--- config.mk ---
export PLATFORM = sky130hd
export DESIGN_NAME = updn_counter_lim_flat
export DESIGN_NICKNAME = d
export VERILOG_FILES = /design/src/rtl/updn_counter_lim_if.sv /design/src/rtl/updn_counter_lim.sv /design/src/flat_wrapper.sv
export SDC_FILE = /design/constraint.sdc
export NUM_CORES = 1
export LEC_CHECK = 0
export ABC_AREA = 1
export CAP_MARGIN = 20
export CORE_MARGIN = 1
export CORE_UTILIZATION = 48
export CTS_BUF_LIST = sky130_fd_sc_hd__clkbuf_8
export DETAILED_ROUTE_END_ITERATION = 8
export GPL_ROUTABILITY_DRIVEN = 0
export GPL_TIMING_DRIVEN = 0
export HOLD_SLACK_MARGIN = 0.1
export PLACE_DENSITY = 0.8
export SLEW_MARGIN = 40
export SYNTH_ARGS = -nofsm -noshare
export SYNTH_HDL_FRONTEND = slang
export SYNTH_SLANG_ARGS = --single-unit
--- constraint.sdc ---
create_clock -name clk -period 4.3 [get_ports clk]
set_input_delay 0.86 -clock clk [delete_from_list [all_inputs] [get_ports clk]]
set_output_delay 0.86 -clock clk [all_outputs]
set_load 0.02 [all_outputs]
--- src/rtl/updn_counter_lim_if.sv ---
// rtl/updn_counter_lim_if.sv - control/limit inputs and status outputs of the limited up/down counter
interface updn_counter_lim_if #(
  parameter int WIDTH  = 8,
  parameter int STEP_W = 4
);
  logic              cen;
  logic              load;
  logic              up_dn;
  logic              wrap_en;
  logic [STEP_W-1:0] step;
  logic [WIDTH-1:0]  lo_lim;
  logic [WIDTH-1:0]  hi_lim;
  logic [WIDTH-1:0]  data;
  logic [WIDTH-1:0]  count;
  logic              at_max;
  logic              at_min;
  logic              ovf;
  logic              unf;
  logic              lim_err;

  modport master (
    output cen, load, up_dn, wrap_en, step, lo_lim, hi_lim, data,
    input  count, at_max, at_min, ovf, unf, lim_err
  );

  modport slave (
    input  cen, load, up_dn, wrap_en, step, lo_lim, hi_lim, data,
    output count, at_max, at_min, ovf, unf, lim_err
  );
endinterface

--- src/rtl/updn_counter_lim.sv ---
// rtl/updn_counter_lim.sv - up/down counter with programmable limits, step, saturate/wrap and flags
module updn_counter_lim #(
  parameter int WIDTH  = 8,
  parameter int STEP_W = 4
) (
  input  logic               clk,
  input  logic               rst_n,
  updn_counter_lim_if.slave  bus
);

  logic [WIDTH-1:0] count_q, count_d;
  logic             at_max_q, at_max_d;
  logic             at_min_q, at_min_d;
  logic             ovf_q, ovf_d;
  logic             unf_q, unf_d;
  logic             lim_err_q, lim_err_d;

  logic             lim_bad;
  logic [WIDTH:0]   step_x;
  logic [WIDTH:0]   sum;
  logic [WIDTH:0]   diff;

  // One extra bit so neither the sum nor the borrow is lost before comparing to the limits
  assign step_x  = (WIDTH+1)'(bus.step);
  assign sum     = {1'b0, count_q} + step_x;
  assign diff    = {1'b0, count_q} - step_x;
  assign lim_bad = bus.lo_lim > bus.hi_lim;

  always_comb begin
    count_d   = count_q;
    ovf_d     = 1'b0;
    unf_d     = 1'b0;
    lim_err_d = lim_bad;
    if (bus.load) begin
      if (lim_bad)                   count_d = bus.data;
      else if (bus.data > bus.hi_lim) count_d = bus.hi_lim;
      else if (bus.data < bus.lo_lim) count_d = bus.lo_lim;
      else                           count_d = bus.data;
    end else if (bus.cen && !lim_bad && (bus.step != '0)) begin
      if (bus.up_dn) begin
        if (sum <= {1'b0, bus.hi_lim}) begin
          count_d = sum[WIDTH-1:0];
        end else begin
          ovf_d   = 1'b1;
          count_d = bus.wrap_en ? bus.lo_lim : bus.hi_lim;
        end
      end else begin
        if (({1'b0, count_q} >= step_x) && (diff >= {1'b0, bus.lo_lim})) begin
          count_d = diff[WIDTH-1:0];
        end else begin
          unf_d   = 1'b1;
          count_d = bus.wrap_en ? bus.hi_lim : bus.lo_lim;
        end
      end
    end
    at_max_d = (count_d == bus.hi_lim);
    at_min_d = (count_d == bus.lo_lim);
  end

  always_ff @(posedge clk) begin
    if (!rst_n) begin
      count_q   <= '0;
      at_max_q  <= 1'b0;
      at_min_q  <= 1'b0;
      ovf_q     <= 1'b0;
      unf_q     <= 1'b0;
      lim_err_q <= 1'b0;
    end else begin
      count_q   <= count_d;
      at_max_q  <= at_max_d;
      at_min_q  <= at_min_d;
      ovf_q     <= ovf_d;
      unf_q     <= unf_d;
      lim_err_q <= lim_err_d;
    end
  end

  assign bus.count   = count_q;
  assign bus.at_max  = at_max_q;
  assign bus.at_min  = at_min_q;
  assign bus.ovf     = ovf_q;
  assign bus.unf     = unf_q;
  assign bus.lim_err = lim_err_q;

endmodule

--- src/flat_wrapper.sv ---
// flat-port wrapper written by rule: the top's interface ports become plain ports
module updn_counter_lim_flat 
#(
  parameter int WIDTH  = 8,
  parameter int STEP_W = 4
)
  (clk, rst_n, bus_cen, bus_load, bus_up_dn, bus_wrap_en, bus_step, bus_lo_lim, bus_hi_lim, bus_data, bus_count, bus_at_max, bus_at_min, bus_ovf, bus_unf, bus_lim_err);
  updn_counter_lim_if #(.WIDTH(WIDTH), .STEP_W(STEP_W)) bus_i ();
  input  logic clk;
  input  logic rst_n;
  input wire logic [$bits(bus_i.cen)-1:0] bus_cen;
  input wire logic [$bits(bus_i.load)-1:0] bus_load;
  input wire logic [$bits(bus_i.up_dn)-1:0] bus_up_dn;
  input wire logic [$bits(bus_i.wrap_en)-1:0] bus_wrap_en;
  input wire logic [$bits(bus_i.step)-1:0] bus_step;
  input wire logic [$bits(bus_i.lo_lim)-1:0] bus_lo_lim;
  input wire logic [$bits(bus_i.hi_lim)-1:0] bus_hi_lim;
  input wire logic [$bits(bus_i.data)-1:0] bus_data;
  output wire logic [$bits(bus_i.count)-1:0] bus_count;
  output wire logic [$bits(bus_i.at_max)-1:0] bus_at_max;
  output wire logic [$bits(bus_i.at_min)-1:0] bus_at_min;
  output wire logic [$bits(bus_i.ovf)-1:0] bus_ovf;
  output wire logic [$bits(bus_i.unf)-1:0] bus_unf;
  output wire logic [$bits(bus_i.lim_err)-1:0] bus_lim_err;
  assign bus_i.cen = bus_cen;
  assign bus_i.load = bus_load;
  assign bus_i.up_dn = bus_up_dn;
  assign bus_i.wrap_en = bus_wrap_en;
  assign bus_i.step = bus_step;
  assign bus_i.lo_lim = bus_lo_lim;
  assign bus_i.hi_lim = bus_hi_lim;
  assign bus_i.data = bus_data;
  assign bus_count = bus_i.count;
  assign bus_at_max = bus_i.at_max;
  assign bus_at_min = bus_i.at_min;
  assign bus_ovf = bus_i.ovf;
  assign bus_unf = bus_i.unf;
  assign bus_lim_err = bus_i.lim_err;
  updn_counter_lim #(.WIDTH(WIDTH), .STEP_W(STEP_W)) u_core (.clk(clk), .rst_n(rst_n), .bus(bus_i));
endmodule
==> out/qor.txt <==
Run status: finished, final reports clean
DRC: 0
Die X: 80.7 um
Worst R2R Start: u_core.bus.count[0]
H-tree depth: 1
# IOs: 47
Clock Skew: 0.00175 ns
Fin Setup TNS: 0 ns
Hold Crit Class: flip-flop to flip-flop
Die Area: 6500 um^2
Fin nets: 639
Worst path max stage delay: 0.35 ns
DR vias/cell: 5.82
Bufs on Longest Clock Path: 2
Post-DRT Antenna Nets: 0
Final Max Slew Viols: 0
Worst-path fanout max: 7
Required @ worst endpoint: 4.49 ns
CTS Sinks: 13
Grt total ovfl: 0
Final count of negative-setup-slack endpoints: 0
Via count: 3,669
CP Capture Type: flip-flop
Initial Util: 49.9%
Final worst slack: 0.346 ns
Diode count: 0
Post-synthesis xor/xnor area fraction: 3.54%
Multi-input combinational cell area: 2560 um^2
Initial antenna violation count: 0
Core Rows: 28
Hold Path Sink: u_core.bus.count[0]
Overall power: 1.06 mW
Netlist cell types: 35
Finished Layout Cells: 630
Clock transition at the registers of the reported paths: 0.06 ns
DR pass1 iterations: 7
Root Buffer Master: clkbuf_8
Cells after Synth: 493
Synth top area share: 19.8%
Largest family of logic cells by synthesized area: simple AND/OR/NAND/NOR gates
Final Critical Period: 3.95 ns
Synthesized area per cell: 6.02 um^2
Post-Place Setup Slack: -0.537 ns
Post-synthesis adder-cell area fraction: 21.2%
Slew headroom: 67.6%
# placed instances: 613
Post-Synth Simple-Gate Area: 39.4%
FF-to-FF End: u_core.bus.at_max
Synthesis-stage register bit count: 13
Number of global-route vias before repair: 3,179
Area fraction in compound gates after synthesis: 16.2%
Hold wc startpoint: u_core.bus.count[0]
WL final: 9960 um
Port buffer count: 45
Hpwl dp: 7620 um
Seq/Total Area, Yosys: 8.77%
Crit Path Class: primary input to flip-flop
Largest cells by area after synthesis: ha_1, nand2_1, nand3_1
Hold Path Depth: 4
Total CTS buffers: 3
Worst path slowest cell: fa_2
Core area: 5960 um^2
Largest net degree at the start of global routing: 11
Max Cap Viol: 0
Hold Vio Cnt, Final: 0
Crit. Startpoint: bus_step[0]
Max Clk Rate: 0.253 GHz
Mux cell area share after synthesis: 0%
Power per cell area: 276 nW/um^2
Commonest non-fill, non-tap cell in the layout: nand2_1
Fillcell total: 544
CP Launch Type: primary input
Routed len/inst: 15.8 um
Layout cells sized above 1: 14.8%
Static leakage: 1.92 nW
Worst Max-Slew Pin Slew: 0.486 ns
P&R area growth vs syn: 29.0%
Cell depth of the worst flop-to-flop path: 26
Die Span Y: 80.7 um
R2R setup slack: 0.62 ns
Final Cycle Share: 91.9%
Post-Syn Area: 2970 um^2
Cell taking the most area after synthesis: ha_1
Clk_lat worst skew: 0.25 ns
TritonCTS clock tree: done
Reg area: 260 um^2
Unrepaired setup endpoints after global routing: false
All-Layer GR Usage: 29.5%
Mapped Nets: 576
Global-route wire length before repair: 14,600 um
1st-iter DRT viols: 417
Peak supply drop: 195 uV
Most frequent cells in the layout: nand2_1, inv_1, nand3_1
Crit path arrival time: 4.14 ns
Ys Warns: 0
==> cells in the mapped netlist (all sizes together) <==
master and number:
a21oi 37, fa 2, a21boi 1, o21a 1, o21bai 5, ha 47, o21ai 37, o211ai 3
a31oi 1, nand3 61, xor2 12, dlymetal6s2s 1, buf 4, nand4 8, clkbuf 4, o31ai 1
nor4 2, dfxtp 13, nand2 145, clkinv 2, nor2 39, inv 65, nand3b 2
==> where the power goes <==
group	internal [mW]	total, mW	leakage, nW	switching, mW
sequential	0.131	0.153	0.107	0.0223
combinational	0.312	0.787	1.79	0.475
clock	0.0643	0.116	0.0255	0.0515
total	0.508	1.06	1.92	0.549
==> sequential cells by signal, summed over array words and instances, names as in the netlist <==
signal / flops
u_core.bus.ovf: 1
u_core.bus.count: 8
u_core.bus.lim_err: 1
u_core.bus.unf: 1
u_core.bus.at_min: 1
u_core.bus.at_max: 1
==> what timing repair did <==
| action | 4_1_cts | 5_1_grt |
|---|---|---|
| setup endpoints to repair | 2 | 2 |
| pin swaps | 8 | 19 |
| setup buffers | 4 | 8 |
| gates cloned | 1 | 0 |
| resized for setup | 12 | 27 |
| hold buffers | 0 | 0 |
==> worst max-delay path by stage <==
stage | slack [ns] | to
detailed placement | -0.54 | u_core.bus.at_max
floorplan | 0.54 | u_core.bus.at_max
global route | 0.11 | u_core.bus.at_max
global placement | -0.51 | u_core.bus.at_max
finish | 0.35 | u_core.bus.at_max
CTS | 0.02 | u_core.bus.at_max
==> through the flow <==
stage | hold slack, ns | area (um^2) | util (%)
4_1_cts | 0.794 | 3640 | 61.2
3_5_place_dp | 0.781 | 3510 | 59.0
2_1_floorplan | 0.787 | 2970 | -
5_1_grt | 0.828 | 3830 | 64.3
3_3_place_gp | 0.783 | 3510 | 59.0
6_report | 0.798 | 3830 | 64.3
==> area by class of cell <==
cell class | instances | area share [%]
Multi-Input combinational cell | 405 | 66.9
Timing Repair Buffer | 57 | 14.2
Sequential cell | 13 | 6.80
Inverter | 67 | 6.57
Tap cell | 75 | 2.45
Buffer | 9 | 1.89
Clock buffer | 3 | 1.08
Clock inverter | 1 | 0.131
==> critical path: cells and delay by family <==
| family | cells | cell delay [ns] |
|---|---|---|
| fa+ha+maj | 3 | 0.83 |
| compound gates | 2 | 0.33 |
| simple gates | 16 | 1.59 |
| xor+xnor | 1 | 0.23 |
| buf+inv | 3 | 0.28 |
==> layer usage <==
| layer | vias to the layer above | wire (um) | GRT usage, % |
|---|---|---|---|
| met5 | - | 0 | 0 |
| met4 | 0 | 324 | 7.50 |
| met3 | 41 | 1100 | 5.80 |
| met2 | 230 | 4490 | 49.3 |
| met1 | 1634 | 4050 | 38.3 |
| li1 | 1764 | - | - |
==> cell families (layout without fill, tap and decap cells) <==
logic type | count (synthesis) | in the layout
AND/OR/NAND/NOR | 257 | 258
AO/OA/AOI/OAI | 86 | 86
buffers and inverters | 76 | 137
adder cells (fa/ha/maj) | 49 | 49
flip-flops | 13 | 13
XOR/XNOR | 12 | 12
Power figures use the tool's default switching activity.
